--- src/rtl/vga_pkg.sv ---
// Frame-buffer geometry, pixel format and writer state encoding shared by
// the spectrum writer and the VGA scan-out.
package vga_pkg;
  localparam int FB_WIDTH   = 320;
  localparam int FB_HEIGHT  = 240;
  localparam int DEPTH      = FB_WIDTH * FB_HEIGHT;
  localparam int ADDR_WIDTH = 17;
  localparam int DATA_WIDTH = 12;
  localparam int H_W        = 9;

  localparam logic [DATA_WIDTH-1:0] BAR_COLOR = 12'h0F0;
  localparam logic [DATA_WIDTH-1:0] BG_COLOR  = 12'h000;

  typedef enum logic [1:0] {
    ST_IDLE  = 2'd0,
    ST_FETCH = 2'd1,
    ST_DRAW  = 2'd2,
    ST_DONE  = 2'd3
  } fb_state_e;
endpackage

--- src/rtl/fb_column_addr_gen.sv ---
// Column-major pixel walker: y inside a column, then column/x, with the
// linear address kept as a running sum so no multiplier is needed.
module fb_column_addr_gen #(
  parameter int FB_WIDTH   = vga_pkg::FB_WIDTH,
  parameter int FB_HEIGHT  = vga_pkg::FB_HEIGHT,
  parameter int BAR_WIDTH  = 5,
  parameter int ADDR_WIDTH = vga_pkg::ADDR_WIDTH,
  parameter int XW         = $clog2(FB_WIDTH + 1),
  parameter int YW         = $clog2(FB_HEIGHT),
  parameter int CW         = $clog2(BAR_WIDTH)
) (
  input  logic                  clk,
  input  logic                  rst,
  input  logic                  i_clear,
  input  logic                  i_load_col,
  input  logic                  i_advance,
  output logic [YW-1:0]         o_y_nxt,
  output logic [CW-1:0]         o_col_nxt,
  output logic [ADDR_WIDTH-1:0] o_addr,
  output logic                  o_y_last,
  output logic                  o_col_last
);
  logic [XW-1:0]         r_x, w_x_nxt;
  logic [YW-1:0]         r_y, w_y_nxt;
  logic [CW-1:0]         r_col, w_col_nxt;
  logic [ADDR_WIDTH-1:0] r_addr, w_addr_nxt;

  assign o_y_last   = (r_y == YW'(FB_HEIGHT - 1));
  assign o_col_last = (r_col == CW'(BAR_WIDTH - 1));
  assign o_y_nxt    = w_y_nxt;
  assign o_col_nxt  = w_col_nxt;
  assign o_addr     = r_addr;

  // x only moves at a column change, so it already holds the next bar's
  // first column when a new bar is loaded.
  always_comb begin
    w_x_nxt    = r_x;
    w_y_nxt    = r_y;
    w_col_nxt  = r_col;
    w_addr_nxt = r_addr;
    if (i_clear) begin
      w_x_nxt    = '0;
      w_y_nxt    = '0;
      w_col_nxt  = '0;
      w_addr_nxt = '0;
    end else if (i_load_col) begin
      w_y_nxt    = '0;
      w_col_nxt  = '0;
      w_addr_nxt = ADDR_WIDTH'(r_x);
    end else if (i_advance) begin
      if (!o_y_last) begin
        w_y_nxt    = r_y + 1'b1;
        w_addr_nxt = r_addr + ADDR_WIDTH'(FB_WIDTH);
      end else begin
        w_y_nxt    = '0;
        w_x_nxt    = r_x + 1'b1;
        w_addr_nxt = ADDR_WIDTH'(r_x) + 1'b1;
        w_col_nxt  = o_col_last ? '0 : r_col + 1'b1;
      end
    end
  end

  always_ff @(posedge clk or posedge rst) begin
    if (rst) begin
      r_x    <= '0;
      r_y    <= '0;
      r_col  <= '0;
      r_addr <= '0;
    end else begin
      r_x    <= w_x_nxt;
      r_y    <= w_y_nxt;
      r_col  <= w_col_nxt;
      r_addr <= w_addr_nxt;
    end
  end
endmodule

--- src/rtl/spectrum_fb_writer.sv ---
// Renders one frame of spectrum bars into the frame buffer: fetch a bin
// magnitude, then paint its bar column by column, one pixel per clock.
module spectrum_fb_writer #(
  parameter int ADDR_WIDTH = vga_pkg::ADDR_WIDTH,
  parameter int DATA_WIDTH = vga_pkg::DATA_WIDTH,
  parameter int FB_WIDTH   = vga_pkg::FB_WIDTH,
  parameter int FB_HEIGHT  = vga_pkg::FB_HEIGHT,
  parameter int NUM_BINS   = 64,
  parameter int BAR_WIDTH  = 5,
  parameter int MAG_WIDTH  = 16,
  parameter int MAG_SHIFT  = 4,
  parameter logic [DATA_WIDTH-1:0] BAR_COLOR = vga_pkg::BAR_COLOR,
  parameter logic [DATA_WIDTH-1:0] BG_COLOR  = vga_pkg::BG_COLOR
) (
  input  logic                  clk,
  input  logic                  rst,
  input  logic                  i_start,
  input  logic                  i_bin_valid,
  input  logic [MAG_WIDTH-1:0]  i_bin_mag,
  output logic                  o_bin_ready,
  output logic                  o_we,
  output logic [ADDR_WIDTH-1:0] o_addr_wr,
  output logic [DATA_WIDTH-1:0] o_data_wr,
  output logic                  o_busy,
  output logic                  o_done
);
  import vga_pkg::*;

  localparam int YW = $clog2(FB_HEIGHT);
  localparam int CW = $clog2(BAR_WIDTH);
  localparam int BW = $clog2(NUM_BINS);
  localparam int SW = H_W + 1;

  fb_state_e       r_state, w_state_nxt;
  logic [BW-1:0]   r_bin;
  logic [H_W-1:0]  r_h, w_h_nxt;
  logic            r_we;
  logic [DATA_WIDTH-1:0] r_data;
  logic            w_hs, w_clear, w_adv, w_draw_nxt;
  logic [YW-1:0]   w_y_nxt;
  logic [CW-1:0]   w_col_nxt;
  logic            w_y_last, w_col_last;

  function automatic logic [H_W-1:0] clip_height(input logic [MAG_WIDTH-1:0] mag);
    logic [MAG_WIDTH-1:0] s;
    s = mag >> MAG_SHIFT;
    if (s >= MAG_WIDTH'(FB_HEIGHT)) return H_W'(FB_HEIGHT);
    return H_W'(s);
  endfunction

  // y >= FB_HEIGHT-h rewritten as y+h >= FB_HEIGHT to avoid an underflow path.
  function automatic logic [DATA_WIDTH-1:0] pixel_color(input logic [YW-1:0] y,
                                                        input logic [CW-1:0] col,
                                                        input logic [H_W-1:0] h);
    logic [SW-1:0] sum;
    sum = SW'(y) + SW'(h);
    if ((sum >= SW'(FB_HEIGHT)) && (col != CW'(BAR_WIDTH - 1))) return BAR_COLOR;
    return BG_COLOR;
  endfunction

  assign w_hs       = (r_state == ST_FETCH) && i_bin_valid;
  assign w_clear    = (r_state == ST_IDLE) && i_start;
  assign w_adv      = (r_state == ST_DRAW);
  assign w_h_nxt    = w_hs ? clip_height(i_bin_mag) : r_h;
  assign w_draw_nxt = (w_state_nxt == ST_DRAW);

  fb_column_addr_gen #(
    .FB_WIDTH  (FB_WIDTH),
    .FB_HEIGHT (FB_HEIGHT),
    .BAR_WIDTH (BAR_WIDTH),
    .ADDR_WIDTH(ADDR_WIDTH)
  ) u_addr_gen (
    .clk       (clk),
    .rst       (rst),
    .i_clear   (w_clear),
    .i_load_col(w_hs),
    .i_advance (w_adv),
    .o_y_nxt   (w_y_nxt),
    .o_col_nxt (w_col_nxt),
    .o_addr    (o_addr_wr),
    .o_y_last  (w_y_last),
    .o_col_last(w_col_last)
  );

  always_comb begin
    w_state_nxt = r_state;
    o_bin_ready = 1'b0;
    o_busy      = 1'b0;
    o_done      = 1'b0;
    case (r_state)
      ST_IDLE:  if (i_start) w_state_nxt = ST_FETCH;
      ST_FETCH: begin
        o_bin_ready = 1'b1;
        o_busy      = 1'b1;
        if (i_bin_valid) w_state_nxt = ST_DRAW;
      end
      ST_DRAW: begin
        o_busy = 1'b1;
        if (w_y_last && w_col_last)
          w_state_nxt = (r_bin == BW'(NUM_BINS - 1)) ? ST_DONE : ST_FETCH;
      end
      ST_DONE: begin
        o_done      = 1'b1;
        w_state_nxt = ST_IDLE;
      end
      default: w_state_nxt = ST_IDLE;
    endcase
  end

  // Write port is registered from the counters' next values, so the first
  // pixel leaves on the edge that completes the magnitude handshake.
  always_ff @(posedge clk or posedge rst) begin
    if (rst) begin
      r_state <= ST_IDLE;
      r_bin   <= '0;
      r_h     <= '0;
      r_we    <= 1'b0;
      r_data  <= '0;
    end else begin
      r_state <= w_state_nxt;
      r_h     <= w_h_nxt;
      r_we    <= w_draw_nxt;
      r_data  <= w_draw_nxt ? pixel_color(w_y_nxt, w_col_nxt, w_h_nxt) : BG_COLOR;
      if (w_clear)
        r_bin <= '0;
      else if (w_adv && (w_state_nxt == ST_FETCH))
        r_bin <= r_bin + 1'b1;
    end
  end

  assign o_we      = r_we;
  assign o_data_wr = r_data;
endmodule

--- config.mk ---
export PLATFORM = sky130hd
export DESIGN_NAME = spectrum_fb_writer
export DESIGN_NICKNAME = d
export VERILOG_FILES = /design/src/rtl/vga_pkg.sv /design/src/rtl/fb_column_addr_gen.sv /design/src/rtl/spectrum_fb_writer.sv
export SDC_FILE = /design/constraint.sdc
export NUM_CORES = 1
export LEC_CHECK = 0
export CAP_MARGIN = 0
export CELL_PAD_IN_SITES_DETAIL_PLACEMENT = 1
export CELL_PAD_IN_SITES_GLOBAL_PLACEMENT = 1
export CORE_MARGIN = 3
export CORE_UTILIZATION = 25
export DETAILED_ROUTE_END_ITERATION = 7
export HOLD_SLACK_MARGIN = 0.12
export PLACE_DENSITY_LB_ADDON = 0.1
export RECOVER_POWER = 50
export SLEW_MARGIN = 20
export SYNTH_ARGS = -nofsm -noshare
export SYNTH_HDL_FRONTEND = slang
export SYNTH_SLANG_ARGS = --single-unit
--- constraint.sdc ---
create_clock -name clk -period 5 [get_ports clk]
set_input_delay 1 -clock clk [delete_from_list [all_inputs] [get_ports clk]]
set_output_delay 1 -clock clk [all_outputs]
set_load 0.02 [all_outputs]
==> flow_summary.yaml, run 1 <==
sta:
  relSlewSlack_pct: 7.15
  fmax_mhz: 221
  rsz0062_at_grt: "no"
  maxSlewViolCount: 0
  tns_ns: 0
  fin_skew_ns: 0.0108
  holdWs_ns: 0.525
  tightest_slew_ns: 1.39
  setup_viol: 0
  hold_viol: 0
  min_period_over_period_pct: 90.3
  period_minus_slack_ns: 4.52
synthesis:
  synth-simple-area-share_pct: 20.4
  yosysUniqueCellTypes: 59
  synthAdderAreaFrac_pct: 7.54
  synthesis.area_um2: 3420
  synth_mux_area_share_pct: 1.32
  synth_top_area_share_pct: 41.0
  synth_edf_count: 0
  synth.avg_cell_area_um2: 9.07
  async_flop_share_pct: 100
  synth_top_family_by_area: "simple AND/OR/NAND/NOR gates"
  yosysTopAreaCell: "dfrtp_1"
  synth_compound_area_share_pct: 18.6
  synth_top_cells_by_area: "dfrtp_1, ha_1, o21ai_0, nand2_1, nor2_1"
  yosysWarningCount: 0
  synth-xor-area-share_pct: 5.38
  synth-main-ff-cell: "dfrtp_1"
  ys_seq_elements: 56
  synthCells: 377
  synth_seq_area_share_pct: 41.0
cells_and_area:
  final_common_cell: "dfrtp_1"
  fill_cells: 1540
  drive_gt1_share_pct: 5.73
  post-route-util_pct: 31.8
  final_cell_mix: "dfrtp_1, nand2_1, clkdlybuf4s50_1, nor2_1, o21ai_0"
  syn_to_final_growth_pct: 23.5
  diodes: 0
  nets: 458
  layoutNonFillerInstCount: 595
worst_setup_path:
  critical_path.startpoint_type: "input port"
  path_buf_inv: 3
  cp-end-kind: "flop"
  max_stage_delay_ns: 0.63
  cp_slowest_cell: "clkbuf_1"
  critPathTopFamily: "buffers and inverters"
  crit_fanout: 13
  crit_type: "in -> reg"
  critPathRequiredTime_ns: 5.21
  cp.arrival_ns: 4.72
  path_cells: "clkdlybuf4s50_1 > and2_0 > clkbuf_4 > clkbuf_1 > o22a_1 > ha_1 > xor2_1 > o41ai_1 > or3b_2 > a211oi_1 > a2111o_1 > o41ai_1 > a211oi_1"
worst_hold_path:
  hp-class: "reg -> reg"
cts:
  cts_buffer_depth: 2
  tritoncts: "built"
  cts-root-buf: "clkbuf_16"
  clkLatencyLatePin_ns: 0.31
  h-tree-depth: 2
  clk_pin_slew_ns: 0.08
  cts_hold_buf: 0
  cts_buffers: 5
  cts_sinks: 56
  post_cts_resized: 0
  cts_setup_buffers: 0
drt:
  drtAntennaViolNets: 0
  drtIter0Drc: 76
  wl_mm: 9.68
  wire_per_inst_um: 16.3
  dr.pass1.iters: 4
  via_per_inst: 4.90
  route.detailed.drc: 0
  route.vias.total: 2915
pwr:
  switchingPower_uw: 566
  clock_power_share_pct: 32.2
  leakage_uw: 0.00182
  swShare_pct: 35.2
  p_int_uw: 1040
  combinationalPowerShare_pct: 34.6
  power.total_uw: 1610
  power_density_nw_per_um2: 381
  p_seq_share_pct: 33.2
  ir_worst_vdd_uv: 119
floorplan:
  start_util_pct: 25.7
  dieArea_um2: 15100
  die_x_um: 123
  rows: 42
  die_y_um: 123
  pin_count: 53
  core_area_um2: 13300
job:
  maxCapViolations: 0
global_routing:
  grt_pass1_vias: 3037
  grt_max_degree: 34
  antenna_found_initial: 0
  grt_pass1_wl_mm: 16.0
  grtUsageTotal_pct: 13.7
  overflow: 0
status:
  status: "complete, no violations"
placed_design:
  dp_hpwl_mm: 7.20
  dp.cells: 587
  port_buffers: 40
  gp_congestion: 0.836
==> Yosys cell counts (all sizes together) (3+ instances only) <==
cell and n:
nand4 6, a22o 4, a21o 3, xnor2 7, a22oi 3, nor2 36
dfrtp 56, nand3 14, a21oi 22, a211oi 5, ha 19, mux2i 3
o21ai 31, o31ai 3, or3 3, and2 7, buf 12, and4 3
xor2 14, nor3 6, nor2b 3, inv 14, and3 9, nand4b 3
nand2 41, o22a 4, clkbuf 14
==> cell families after synthesis <==
group,after synthesis
xor+xnor,21
flops,56
other cells,1
mux,4
buf+inv,40
fa+ha+maj,20
simple gates,140
compound gates,95
==> layout make-up <==
type	count	area (um^2)	area share, %
clock inverters	3	90.1	2.13
well taps	176	220	5.22
repair buffers	53	483	11.4
inverters	14	52.6	1.24
flip-flops and latches	56	1400	33.2
multi-input cells	288	1850	43.8
clock buffers	5	125	2.96
==> metal layers <==
layer / GRT usage (%) / vias to the layer above / share of wire [%]
met3: 2.24 / 11 / 3.2
met2: 22.3 / 46 / 47
met4: 5.04 / 0 / 1.8
li1: - / 1408 / -
met1: 18.3 / 1450 / 48
met5: 0 / - / 0
==> power groups by stage <==
stage | Combinational, uW | Clock, uW | Sequential [uW]
4_1_cts | 579 | 537 | 535
2_1_floorplan | 339 | 0 | 549
3_3_place_gp | 573 | 0 | 543
6_report | 557 | 517 | 534
5_1_grt | 630 | 551 | 542
3_5_place_dp | 577 | 0 | 543
==> final timing paths <==
kind / start / end / slack (ns) / cells past startpoint
worst max-delay path: i_bin_valid / o_data_wr[6] / 0.48 / 13
worst min-delay path: r_h[0] / r_h[0] / 0.53 / 1
worst max register to register: r_state[1] / o_data_wr[6] / 0.81 / 14
worst min register to register: r_h[0] / r_h[0] / 0.53 / 1
max in group asynchronous: rst / r_h[8] / 1.56 / 3
min in group asynchronous: rst / u_addr_gen.r_x[6] / 1.53 / 2
==> stage by stage <==
| stage | instance area, um^2 | setup WS [ns] |
|---|---|---|
| final | 4220 | 0.485 |
| after global routing | 4220 | 0.161 |
| after CTS | 4240 | 0.509 |
| after detailed placement | 4020 | 0.207 |
| after global placement | 4020 | 0.244 |
| after floorplan | 3440 | 0.960 |
==> worst register-to-register path, stage by stage (launching register included) <==
cell      delay (ns)
dfrtp_1         0.44
inv_1           0.13
ha_1            0.25
and2_0          0.31
clkbuf_4        0.20
clkbuf_1        0.63
o22a_1          0.27
ha_1            0.30
xor2_1          0.17
o41ai_1         0.09
or3b_2          0.47
a211oi_1        0.35
a2111o_1        0.17
o41ai_1         0.07
a211oi_1        0.24
==> registers in the layout, indices dropped and copies added, names as in the netlist <==
signal             count
r_bin                  6
r_state                2
u_addr_gen.r_x         9
u_addr_gen.o_addr     17
u_addr_gen.r_y         8
o_data_wr              1
u_addr_gen.r_col       3
o_we                   1
r_h                    9
No activity file was read; power rests on OpenSTA's default activity.
==> run 2: changes to the inputs <==
CORE_ASPECT_RATIO = 0.7   (was default)
==> run 2 against run 1 <==
The run now ends with max-capacitance violations, max-slew violations left; via count down 0.93%; non-clock buffer count up 1; cell count increased by 1.5%; hold slack got worse by 0.0062 ns; first-iteration DRC count is 71% higher; total power down 10%; combinational power is essentially flat; highest routed layer unchanged.
==> flow_summary.yaml, run 2 (synthesis results as in run 1) <==
status:
  status: "complete, but fails checks"
  violations: "max-capacitance violations, max-slew violations"
sta:
  min_period_over_period_pct: 91.2
  relSlewSlack_pct: -10.4
  maxSlewViolCount: 40
  fmax_mhz: 219
  tns_ns: 0
  hold_viol: 0
  setup_viol: 0
  holdWs_ns: 0.519
  period_minus_slack_ns: 4.56
  tightest_slew_ns: 1.65
  fin_skew_ns: 0.00947
  rsz0062_at_grt: "no"
floorplan:
  core_area_um2: 13300
  die_y_um: 104
  die_x_um: 146
  dieArea_um2: 15100
  start_util_pct: 25.8
  rows: 35
  pin_count: 53
global_routing:
  overflow: 0
  antenna_found_initial: 0
  grt_max_degree: 40
  grt_pass1_wl_mm: 16.7
  grt_pass1_vias: 3100
  grtUsageTotal_pct: 13.5
worst_setup_path:
  rr_worst_depth: 16
  critPathTopFamily: "compound AO/OA/AOI/OAI gates"
  r2r_setup_slack_ns: 0.83
  critPathRequiredTime_ns: 5.21
  cp_slowest_cell: "dlygate4sd3_1"
  crit_type: "in -> reg"
  critical_path.startpoint_type: "input port"
  timing.rr.end: "o_data_wr[6]"
  cp-end-kind: "flop"
  path_buf_inv: 2
  cp.arrival_ns: 4.77
  crit_fanout: 4
  path_cells: "dlygate4sd3_1 > and2_1 > nand2_1 > a41oi_1 > a22o_1 > ha_1 > inv_1 > fa_1 > and3b_1 > nor3_1 > or3b_2 > a211oi_2 > a2111o_1 > o41ai_1 > a211oi_1"
  max_stage_delay_ns: 0.60
  reg2reg_from: "r_state[1]"
cts:
  cts_sinks: 56
  cts_hold_buf: 0
  cts_buffers: 5
  clkLatencyLatePin_ns: 0.30
  cts-root-buf: "clkbuf_16"
  h-tree-depth: 2
  tritoncts: "built"
  clk_pin_slew_ns: 0.07
  cts_buffer_depth: 2
placed_design:
  port_buffers: 40
  gp_congestion: 0.807
  dp_hpwl_mm: 7.09
cells_and_area:
  fill_cells: 1543
  final_common_cell: "dfrtp_1"
  drive_gt1_share_pct: 5.73
  register_area_um2: 1400
  largest_reg_flops: 17
  post-route-util_pct: 31.4
  syn_to_final_growth_pct: 21.8
  final_cell_mix: "dfrtp_1, nand2_1, clkdlybuf4s50_1, nor2_1, o21ai_0"
  nets: 459
  multi_input_area_um2: 1850
  diodes: 0
worst_hold_path:
  min_to: "r_h[0]"
  hold_start: "r_h[0]"
  min_path_cells: 1
  hp-class: "reg -> reg"
drt:
  route.detailed.drc: 0
  dr.pass1.iters: 4
  drtAntennaViolNets: 0
  route.vias.total: 2888
  via_per_inst: 4.78
  drtIter0Drc: 130
  wire_per_inst_um: 16.0
  wl_mm: 9.67
pwr:
  power_density_nw_per_um2: 347
  ir_worst_vdd_uv: 155
  leakage_uw: 0.00179
job:
  maxCapViolations: 1
run 2: power breakdown:
| part | internal, uW | total (uW) | leakage (uW) | switching (uW) |
|---|---|---|---|---|
| Combinational | 216 | 554 | 0.000968 | 337 |
| Clock | 183 | 357 | 0.0000667 | 174 |
| Sequential | 491 | 534 | 0.000756 | 44.0 |
run 2: layout make-up:
cell class                 count  area share [%]
multi-input combinational    288            44.5
sequential                    56            33.7
tap                          185            5.56
clock buffer                   6            3.09
timing repair buffer          54            11.8
clock inverter                 1           0.120
inverter                      14            1.26
run 2: stage by stage:
step | cells | area [um^2] | total power [uW] | setup slack (ns)
floorplan | 384 | 3440 | 888 | 0.960
global placement | 597 | 4040 | 1110 | 0.110
detailed placement | 597 | 4040 | 1110 | 0.0500
CTS | 604 | 4170 | 1480 | 0.320
global route | 604 | 4160 | 1560 | 0.114
finish | 604 | 4160 | 1450 | 0.439
run 2: worst reg2reg max path, stage by stage, from the launching register on:
cell	delay, ns
dfrtp_1	0.46
inv_1	0.16
ha_1	0.28
and2_1	0.28
nand2_1	0.13
a41oi_1	0.28
a22o_1	0.20
ha_1	0.21
inv_1	0.08
fa_1	0.42
and3b_1	0.28
nor3_1	0.06
or3b_2	0.47
a211oi_2	0.30
a2111o_1	0.16
o41ai_1	0.06
a211oi_1	0.24
run 2: what timing repair did:
action | 4_1_cts | 5_1_grt
endpoints found under the setup margin | 0 | 1
setup buffers | 0 | 0
gates resized for setup | 0 | 1
run 2: routing by layer:
layer	vias to the layer above	wire length (um)	global-route usage (%)
met5	-	0	0
met4	0	76	2.64
met3	8	373	2.71
met2	49	3810	19.1
met1	1428	5410	21.0
li1	1403	-	-
run 2: worst max-delay path by stage:
| stage | startpoint | end | cells past startpoint |
|---|---|---|---|
| after floorplan | i_bin_valid | o_data_wr[6] | 16 |
| after global routing | i_bin_valid | o_data_wr[6] | 15 |
| after CTS | i_bin_mag[15] | o_data_wr[6] | 15 |
| after global placement | i_bin_valid | o_data_wr[6] | 15 |
| final | i_bin_valid | o_data_wr[6] | 15 |
| after detailed placement | i_bin_mag[15] | o_data_wr[6] | 15 |
